[config.mk]
export PLATFORM = sky130hd
export DESIGN_NAME = conv_mac
export DESIGN_NICKNAME = d
export VERILOG_FILES = /design/src/rtl/conv_mac.sv
export SDC_FILE = /design/constraint.sdc
export NUM_CORES = 1
export LEC_CHECK = 0
export BUFFER_PORTS_ARGS = -buffer_cell sky130_fd_sc_hd__buf_2
export CAP_MARGIN = 20
export CORE_MARGIN = 8
export CORE_UTILIZATION = 60
export CTS_CLUSTER_SIZE = 30
export DETAILED_ROUTE_END_ITERATION = 10
export GPL_ROUTABILITY_DRIVEN = 0
export PLACE_DENSITY_LB_ADDON = 0.15
export SLEW_MARGIN = 30
export SYNTH_ARGS = -nofsm -noshare
export SYNTH_HDL_FRONTEND = slang
export SYNTH_SLANG_ARGS = --single-unit
[constraint.sdc]
create_clock -name clk -period 6.1 [get_ports clk]
set_input_delay 0.305 -clock clk [delete_from_list [all_inputs] [get_ports clk]]
set_output_delay 0.305 -clock clk [all_outputs]
set_load 0.03 [all_outputs]
[src/rtl/conv_mac.sv]
// Serial convolution MAC: bias plus KERNEL_TAPS signed pixel*weight products, one tap per cycle.
// Define CONV_MAC_SAT_EN to saturate the result to the output range; otherwise it wraps.
`ifndef Pixel_DataSize
`define Pixel_DataSize 8
`endif

module conv_mac #(
  parameter int unsigned KERNEL_TAPS = 9,
  parameter int unsigned ACC_W       = `Pixel_DataSize*2+5
) (
  input  logic                                   clk,
  input  logic                                   reset,
  input  logic                                   in_valid,
  output logic                                   in_ready,
  input  logic signed [`Pixel_DataSize-1:0]      pixel,
  input  logic signed [`Pixel_DataSize-1:0]      weight,
  input  logic signed [`Pixel_DataSize*2:0]      bias,
  output logic                                   out_valid,
  input  logic                                   out_ready,
  output logic signed [`Pixel_DataSize*2:0]      out
);

  localparam int unsigned PIX_W  = `Pixel_DataSize;
  localparam int unsigned PROD_W = 2*PIX_W;
  localparam int unsigned OUT_W  = 2*PIX_W+1;
  localparam int unsigned CNT_W  = $clog2(KERNEL_TAPS+1);

`ifdef CONV_MAC_SAT_EN
  localparam logic signed [ACC_W-1:0] SAT_MAX = {{(ACC_W-OUT_W+1){1'b0}}, {(OUT_W-1){1'b1}}};
  localparam logic signed [ACC_W-1:0] SAT_MIN = {{(ACC_W-OUT_W+1){1'b1}}, {(OUT_W-1){1'b0}}};
`endif

  typedef enum logic [1:0] {IDLE, ACC, HOLD} state_t;

  state_t                   state, state_next;
  logic signed [ACC_W-1:0]  acc, acc_next, base, sum;
  logic [CNT_W-1:0]         cnt, cnt_next, cnt_inc;
  logic signed [OUT_W-1:0]  out_next;
  logic                     out_valid_next;
  logic                     accept, first;
  logic signed [PROD_W-1:0] prod;

  // Reduce the accumulator to the output width (saturate or wrap).
  function automatic logic signed [OUT_W-1:0] fmt(input logic signed [ACC_W-1:0] v);
`ifdef CONV_MAC_SAT_EN
    if (v > SAT_MAX)      fmt = SAT_MAX[OUT_W-1:0];
    else if (v < SAT_MIN) fmt = SAT_MIN[OUT_W-1:0];
    else                  fmt = v[OUT_W-1:0];
`else
    fmt = v[OUT_W-1:0];
`endif
  endfunction

  assign prod = PROD_W'(pixel) * PROD_W'(weight);

  // Next-state, datapath and handshake; a first tap restarts the sum from bias.
  always_comb begin
    state_next     = state;
    acc_next       = acc;
    cnt_next       = cnt;
    out_next       = out;
    out_valid_next = out_valid;
    in_ready       = 1'b0;
    first          = 1'b0;

    case (state)
      IDLE: begin
        in_ready = 1'b1;
        first    = 1'b1;
      end
      ACC: in_ready = 1'b1;
      HOLD: begin
        in_ready = out_ready;
        first    = 1'b1;
        if (out_ready) begin
          out_valid_next = 1'b0;
          state_next     = IDLE;
        end
      end
      default: state_next = IDLE;
    endcase

    if (reset) in_ready = 1'b0;

    accept  = in_valid && in_ready;
    base    = first ? ACC_W'(bias) : acc;
    sum     = base + ACC_W'(prod);
    cnt_inc = cnt + CNT_W'(1);

    if (accept) begin
      acc_next = sum;
      if (first) begin
        cnt_next   = CNT_W'(1);
        state_next = ACC;
      end else if (cnt_inc == CNT_W'(KERNEL_TAPS)) begin
        out_next       = fmt(sum);
        out_valid_next = 1'b1;
        cnt_next       = '0;
        state_next     = HOLD;
      end else begin
        cnt_next = cnt_inc;
      end
    end
  end

  always_ff @(posedge clk or posedge reset) begin
    if (reset) begin
      state     <= IDLE;
      acc       <= '0;
      cnt       <= '0;
      out       <= '0;
      out_valid <= 1'b0;
    end else begin
      state     <= state_next;
      acc       <= acc_next;
      cnt       <= cnt_next;
      out       <= out_next;
      out_valid <= out_valid_next;
    end
  end

endmodule

# --- Yosys cells after proc, flatten, opt, wreduce, memory -nomap -nowiden ---
# Cells that the tools add are included.
totals:
  in_bits: 37
  reg_bits: 45
op_classes:
  multipliers: 1
  bitwise_logic: 1
  add_sub_neg: 2
  n_eq_ne: 3
  reduce_logical: 5
  muxes: 16
ops:
  columns: ["op", "count"]
  rows:
  - ["$add A21 B16 Y21", 1]
  - ["$mux W21", 1]
  - ["$mul A8 B8 Y16", 1]
  - ["$mux W2", 4]
  - ["$mux W4", 2]
  - ["$mux W1", 7]
  - ["$add A4 B1 Y4 const B", 1]
  - ["$eq A4 B4 Y1 const B", 1]
  - ["$pmux W2 S2", 1]
  - ["$reduce_or A2 Y1", 2]
  - ["$reduce_and A3 Y1", 1]
  - ["$eq A2 B1 Y1 const B", 1]
  - ["$eq A2 B2 Y1 const B", 1]
  - ["$logic_not A2 Y1", 1]
  - ["$pmux W1 S2", 1]
  - ["$logic_and A1 B1 Y1", 1]
  - ["$not A1 Y1", 1]

# --- Depth between registers and ports, before layout ---
# Gate-level depths: netlist (run 1).
logic_depth:
  ltp_word: 6
  ltp_mapped: 19

# --- Worst setup path after synthesis (run 1) ---
# No wires, ideal clock.
synth_timing:
  path_type: "reg-to-reg"
  start: "register state[0]"
  end: "register acc[14]"
  setup_ns: 0.125
  arrival_time_ns: 4.863
  stages_incl_launch_ff: 18
  period_less_slack_ns: 4.987
  slack_ns: 1.113
  required_ns: 5.975
  path_cell_list: "dfrtp_1 > buf_6 > clkbuf_1 > mux2i_1 > fa_1 > inv_1 > fa_1 > ha_1 > fa_1 > ha_1 > ha_1 > fa_1 > a211oi_1 > o21a_1 > o21ai_0 > a21oi_1 > xnor2_1 > mux2_2"
synth_via:
  elab_chain_cells: 5
synth_rtl:
  columns: ["element", "line_no", "text"]
  rows:
  - ["start, declared", "35", "state_t state, state_next;"]
  - ["start signal, assigned", "114", "state <= state_next;"]
  - ["$eq A2 B2 Y1, or another cell as far along", "66", "case (state)"]
  - ["$reduce_or A2 Y1 (no line)", null, null]
  - ["$mux W1 / $pmux W1 S2 (equally long branches)", "66", null]
  - ["$mux W21 / $mux W1 (equally long branches)", "86, 83", null]
  - ["$add A21 B16 Y21 / $logic_and A1 B1 Y1 (equally long branches)", "87, 85", null]
  - ["end signal, assigned", "115", "acc <= acc_next;"]
  - ["end, declared", "36", "logic signed [ACC_W-1:0] acc, acc_next, base, sum;"]
# Parallel ways exist; a longest one is shown, timed or not.
# A chain may end at the register's enable or synchronous reset.

# --- Worst setup path after layout (run 1) ---
# Ends and elaborated chain as after synthesis.

==> results of run 1 <==
## final timing paths
kind                                     start             endpoint  depth (start not counted)
max in group asynchronous                reset  out[10]$_DFFE_PP0P_                          3
min in group clk                     out_ready  out_valid$_DFF_PP0_                          3
setup / recovery            state[0]$_DFF_PP0_  acc[14]$_DFFE_PP0P_                         15
hold / removal                           reset  out_valid$_DFF_PP0_                          3
hold reg to reg            out_valid$_DFF_PP0_  out_valid$_DFF_PP0_                          1
setup reg to reg            state[0]$_DFF_PP0_  acc[14]$_DFFE_PP0P_                         15
## routing by layer
metal | GRT usage (%) | vias up | routed length, µm
li1 | - | 1529 | -
met1 | 23.0 | 1662 | 4060
met2 | 34.5 | 59 | 5160
met3 | 3.51 | 12 | 320
met4 | 4.62 | 0 | 169
met5 | 0 | - | 0
## layout make-up
class	instances	area (µm²)	area share (%)
sequential	41	1030	19.0
clock buffer	5	68.8	1.27
tap	105	131	2.43
clock inverter	3	65.1	1.20
timing repair buffer	59	305	5.64
inverter	75	282	5.20
multi-input combinational	323	3530	65.3
## logic make-up (layout without fill, tap and decap cells)
family	after synthesis	in the layout	share of synthesized area, %
and+or+nand+nor	99	99	10.5
DFF	41	41	20.9
AOI/OAI and AO/OA	40	40	5.29
muxes	47	47	11.2
xor gates and xnor gates	20	20	3.58
adders and majority gates	117	117	41.5
buffers and inverters	83	142	6.95
## metrics by stage
stage	setup WS, ns	util [%]	instances	hold WS, ns	cell area (µm²)
floorplan	1.11	-	447	0.450	4900
global placement	1.04	65.5	603	0.460	5280
detailed placement	0.901	65.5	603	0.460	5280
CTS	1.00	67.2	611	0.172	5410
global route	0.691	67.2	611	0.191	5410
finish	1.04	67.2	611	0.150	5410
## flip-flops by register name (all words and copies together), names as in the netlist
name	flops
acc	17
cnt	4
out	17
out_valid	1
state	2
## synthesized netlist by cell type, drive strengths merged, types with 3 or more instances
library cell | instances | area share (%)
inv | 74 | 5.7
a211oi | 4 | 0.61
xnor2 | 18 | 3.2
nor3 | 3 | 0.54
a21oi | 8 | 1.0
o21a | 4 | 0.61
mux2 | 32 | 8.1
ha | 41 | 10
a21o | 5 | 0.77
nor2 | 17 | 1.3
nand2b | 5 | 0.79
dfrtp | 41 | 21
fa | 76 | 31
nand3 | 3 | 0.31
and2 | 34 | 4.3
clkbuf | 3 | 0.23
buf | 5 | 0.97
o21ai | 12 | 1.2
mux2i | 15 | 3.1
nand2 | 31 | 2.4
## worst reg2reg max path, delay by kind of cell (launching register included)
family	cells	cell delay (ns)
mux	2	0.55
flops	1	0.58
xor+xnor	1	0.15
compound gates	4	0.76
fa+ha+maj	6	2.55
buf+inv	2	0.36
==> out/qor.yml, run 1 <==
status: "complete, no violations"
cp_top_family: "adder cells"
cp_data_arrival_time_ns: 5.25
cts.repair.resized: 0
rsz0062_at_grt: "no"
insertedDiodeCount: 0
rows: 33
crit_required_ns: 6.29
io_buffers: 55
hpwl_mm: 8.03
worst_setup_path_start_kind: "flip-flop"
layout-drive-gt1-share_pct: 20.4
fmaxAchievable_mhz: 197
setup_violations: 0
drt-pass1-iter-count: 4
clock-sinks: 41
nets: 659
cts_tree: "built"
cts_root_buf: "clkbuf_8"
drc: 0
antenna_found_initial: 0
r2r_slack_ns: 1.04
cp_common_cell: "fa_1"
cts_hold_buf: 0
path_buf_inv: 2
grt_pass1_vias: 3793
worst_pin_slew_ns: 0.623
hold_violations: 0
mostFrequentLayoutCells: "fa_1, inv_1, buf_2"
grt_pass1_wl_mm: 17.6
ios: 56
ant_nets: 0
crit_slowest_cell: "dfrtp_1"
wire_per_inst_um: 15.9
routed_wl_mm: 9.71
netlist_instances: 447
synth-seq-cells: 41
path_cells: "buf_4 -> mux2i_1 -> fa_1 -> inv_1 -> fa_1 -> fa_1 -> fa_1 -> ha_1 -> ha_1 -> o21ai_0 -> o21a_1 -> o21ai_0 -> a21oi_1 -> xnor2_1 -> mux2_2"
setup_tns_ns: 0
synthDistinctLibCells: 41
cts_max_path_buffers: 2
cp-end-kind: "flip-flop"
clk-insertion-delay-late_ns: 0.30
period_minus_slack_ns: 5.06
synth-async-reset-ratio_pct: 100
post-route-period-util_pct: 83.0
coreArea_um2: 8050
drtIter0Drc: 139
num_vias: 3262
final_common_cell: "fa_1"
clk_pin_slew_ns: 0.08
ys_warn_count: 0
cts_made_buffers: 5
post_cts_buffers: 0
syn_area_per_cell_um2: 11.0
worstPathMaxFanout: 9
start_util_pct: 60.8
dieHeight_um: 106
max_stage_delay_ns: 0.58
max_slew_margin_pct: 58.3
syn_to_final_growth_pct: 10.4
max-cap-violations: 0
dieArea_um2: 11300
synth_edf_count: 0
grt_start_max_net_pins: 42
synth_nets: 601
path_class: "reg2reg"
synth_flop_cell: "dfrtp_1"
gr-total-overflow: 0
htree_levels: 2
fillers: 670
hold_class: "in2async"
worst_clock_skew_ns: 0.00656
fp.dieW_um: 106
grt_util_all_layers_pct: 19.1
netlist_area_um2: 4900
vias_per_cell: 5.34
slew_violations: 0
seq_area_frac_synth_pct: 20.9
Power of run 1 is left out: the tool's default activity adds up to more than one toggle a clock period on the data nets, which glitch-free logic cannot reach.
==> run 2: changes to the inputs <==
Settings changed: ABC_AREA set to 1.
Clock period 6.1 ns to 5.15 ns, I/O delays scaled along.
==> run 2 against run 1 <==
  * Sequential cell count stayed put
  * Clock skew is 0.0039 ns higher
  * Die area rose by 5.3%
  * Cell area up 4.2%
  * Core utilization is 1.2 points lower
  * Cell count up 34%
  * Sequential share of layout area decreased by 0.75 points
  * Critical endpoint is now acc[16]$_DFFE_PP0P_
  * Critical path depth is 5 higher
  * Register-to-register slack worse by 0.69 ns
  * Worst setup slack got worse by 0.69 ns
  * First-iteration DRC count increased by 39%
  * Global-route usage rose by 2.1 points
==> out/qor.yml, run 2 <==
status: "complete, no violations"
synth.top_cell.area_share_pct: 29.2
synth_nets: 818
clk-insertion-delay-late_ns: 0.30
crit_slowest_cell: "fa_1"
fp.dieW_um: 109
synth_commonest_cells: "nand2_1, inv_1, fa_1, dfrtp_1, ha_1"
cp_top_family: "adder cells"
ant_nets: 0
synthMostInstantiatedCell: "nand2_1"
reg2reg_to: "acc[16]$_DFFE_PP0P_"
cp-end-kind: "flip-flop"
grt_start_max_net_pins: 43
synth_edf_count: 0
synth_flop_cell: "dfrtp_1"
reg_top3: "acc (17), out (17), cnt (4)"
drtIter0Drc: 193
dieArea_um2: 11900
wire_per_inst_um: 14.0
grt_pass1_wl_mm: 20.3
max_stage_delay_ns: 0.53
mostFrequentLayoutCells: "nand2_1, inv_1, fa_1"
rows: 34
slew_violations: 0
cts_made_buffers: 5
insertedDiodeCount: 0
synthDistinctLibCells: 32
worstPathMaxFanout: 21
worst_clock_skew_ns: 0.0104
grt_pass1_vias: 4356
setup_tns_ns: 0
path_class: "reg2reg"
layout-drive-gt1-share_pct: 11.2
path_buf_inv: 5
num_vias: 4179
antenna_found_initial: 0
fmaxAchievable_mhz: 208
clk_pin_slew_ns: 0.08
placed_area_um2: 5550
netlist_instances: 664
syn_area_per_cell_um2: 7.84
path_cells: "buf_12 -> o21ai_0 -> fa_1 -> inv_1 -> fa_1 -> fa_1 -> inv_1 -> fa_1 -> inv_1 -> ha_1 -> ha_1 -> inv_1 -> o21ai_0 -> a21oi_1 -> nand2_1 -> nor2_1 -> nand3_1 -> nand2_1 -> nand2_1 -> nand2_1"
synth.largest_area_cell: "fa_1"
post_cts_buffers: 0
setup_violations: 0
grt_util_all_layers_pct: 21.2
gr-total-overflow: 0
max_slew_margin_pct: 60.0
max-cap-violations: 0
final_common_cell: "nand2_1"
ys_warn_count: 0
worst_setup_path_start_kind: "flip-flop"
r2r_cells: 20
vias_per_cell: 5.12
syn_to_final_growth_pct: 8.37
dieHeight_um: 109
cts_tree: "built"
start_util_pct: 60.9
ios: 56
hold_class: "in2async"
netlist_area_um2: 5200
hold_violations: 0
post-route-period-util_pct: 93.3
drt-pass1-iter-count: 5
synth-async-reset-ratio_pct: 100
crit_required_ns: 5.34
rsz0062_at_grt: "no"
nets: 861
coreArea_um2: 8550
io_buffers: 55
fillers: 785
worst_pin_slew_ns: 0.599
cts_root_buf: "clkbuf_8"
routed_wl_mm: 11.4
r2r_slack_ns: 0.35
seq_area_frac_synth_pct: 19.7
htree_levels: 2
synth-seq-cells: 41
clock-sinks: 41
cp_data_arrival_time_ns: 4.99
hpwl_mm: 9.65
fin_area_um2: 5640
period_minus_slack_ns: 4.80
yosys-top-cells-area: "fa_1, dfrtp_1, nand2_1, inv_1, ha_1"
cts_max_path_buffers: 2
drc: 0
worstReg2RegStart: "state[0]$_DFF_PP0_"
[run 2: cell count changes in the layout (fill, tap and decap cells not counted), moves of 21 or more]
cell,delta
o21ai_0,+24
nand3_1,+21
nand2_1,+181
inv_1,+74
and2_1,-34
mux2_2,-21
[run 2: how the worst max path moves through the flow]
stage	from	endpoint	cells after the start
finish	state[0]$_DFF_PP0_	acc[16]$_DFFE_PP0P_	20
global placement	state[0]$_DFF_PP0_	acc[16]$_DFFE_PP0P_	20
CTS	state[0]$_DFF_PP0_	acc[16]$_DFFE_PP0P_	20
detailed placement	pixel[7]	acc[16]$_DFFE_PP0P_	20
floorplan	state[0]$_DFF_PP0_	acc[14]$_DFFE_PP0P_	20
global route	state[0]$_DFF_PP0_	acc[16]$_DFFE_PP0P_	20
[run 2: worst reg2reg max path, delay by kind of cell (launching register included)]
family	cells	cell delay, ns
flip-flops	1	0.52
AND/OR/NAND/NOR	6	0.40
buffers and inverters	5	0.47
adder cells (fa/ha/maj)	6	2.54
AO/OA/AOI/OAI	3	0.78
[run 2: timing repair]
| action | 4_1_cts | 5_1_grt |
|---|---|---|
| resized for setup | 0 | 1 |
| setup endpoints to repair | 0 | 5 |
| hold buffers | 0 | 0 |
[run 2: kinds of logic after synthesis]
family / Yosys count / synth area share (%)
AND/OR/NAND/NOR: 263 / 20.3
buffers and inverters: 176 / 13.2
AO/OA/AOI/OAI: 56 / 5.82
multiplexers: 2 / 0.385
adder cells (fa/ha/maj): 117 / 39.1
flip-flops: 41 / 19.7
XOR/XNOR: 9 / 1.51
[run 2: routing by layer]
layer / vias to the layer above / GRT usage, % / share of wire [%]
met5: - / 0 / 0
met1: 2038 / 26.6 / 42
met4: 0 / 5.08 / 1.7
met3: 14 / 2.30 / 3.8
met2: 87 / 38.0 / 53
li1: 2040 / - / -
[run 2: metrics by stage]
stage	setup WS (ns)	hold slack (ns)	utilization, %	std cells
3_5_place_dp	0.269	0.440	64.9	808
2_1_floorplan	0.346	0.365	-	664
5_1_grt	0.0580	0.135	65.9	816
3_3_place_gp	0.354	0.410	64.9	808
6_report	0.348	0.0954	65.9	816
4_1_cts	0.260	0.116	65.9	816
[run 2: cell type report]
cell class              count  area [µm²]  area share, %
multi-input cells         447        3490           61.9
repair buffers             61         333           5.90
clock buffers               5        68.8           1.22
clock inverters             3        17.5          0.311
flip-flops and latches     41        1030           18.2
well taps                 108         135           2.40
inverters                 151         567           10.1
Power of run 2 is left out for the same reason.
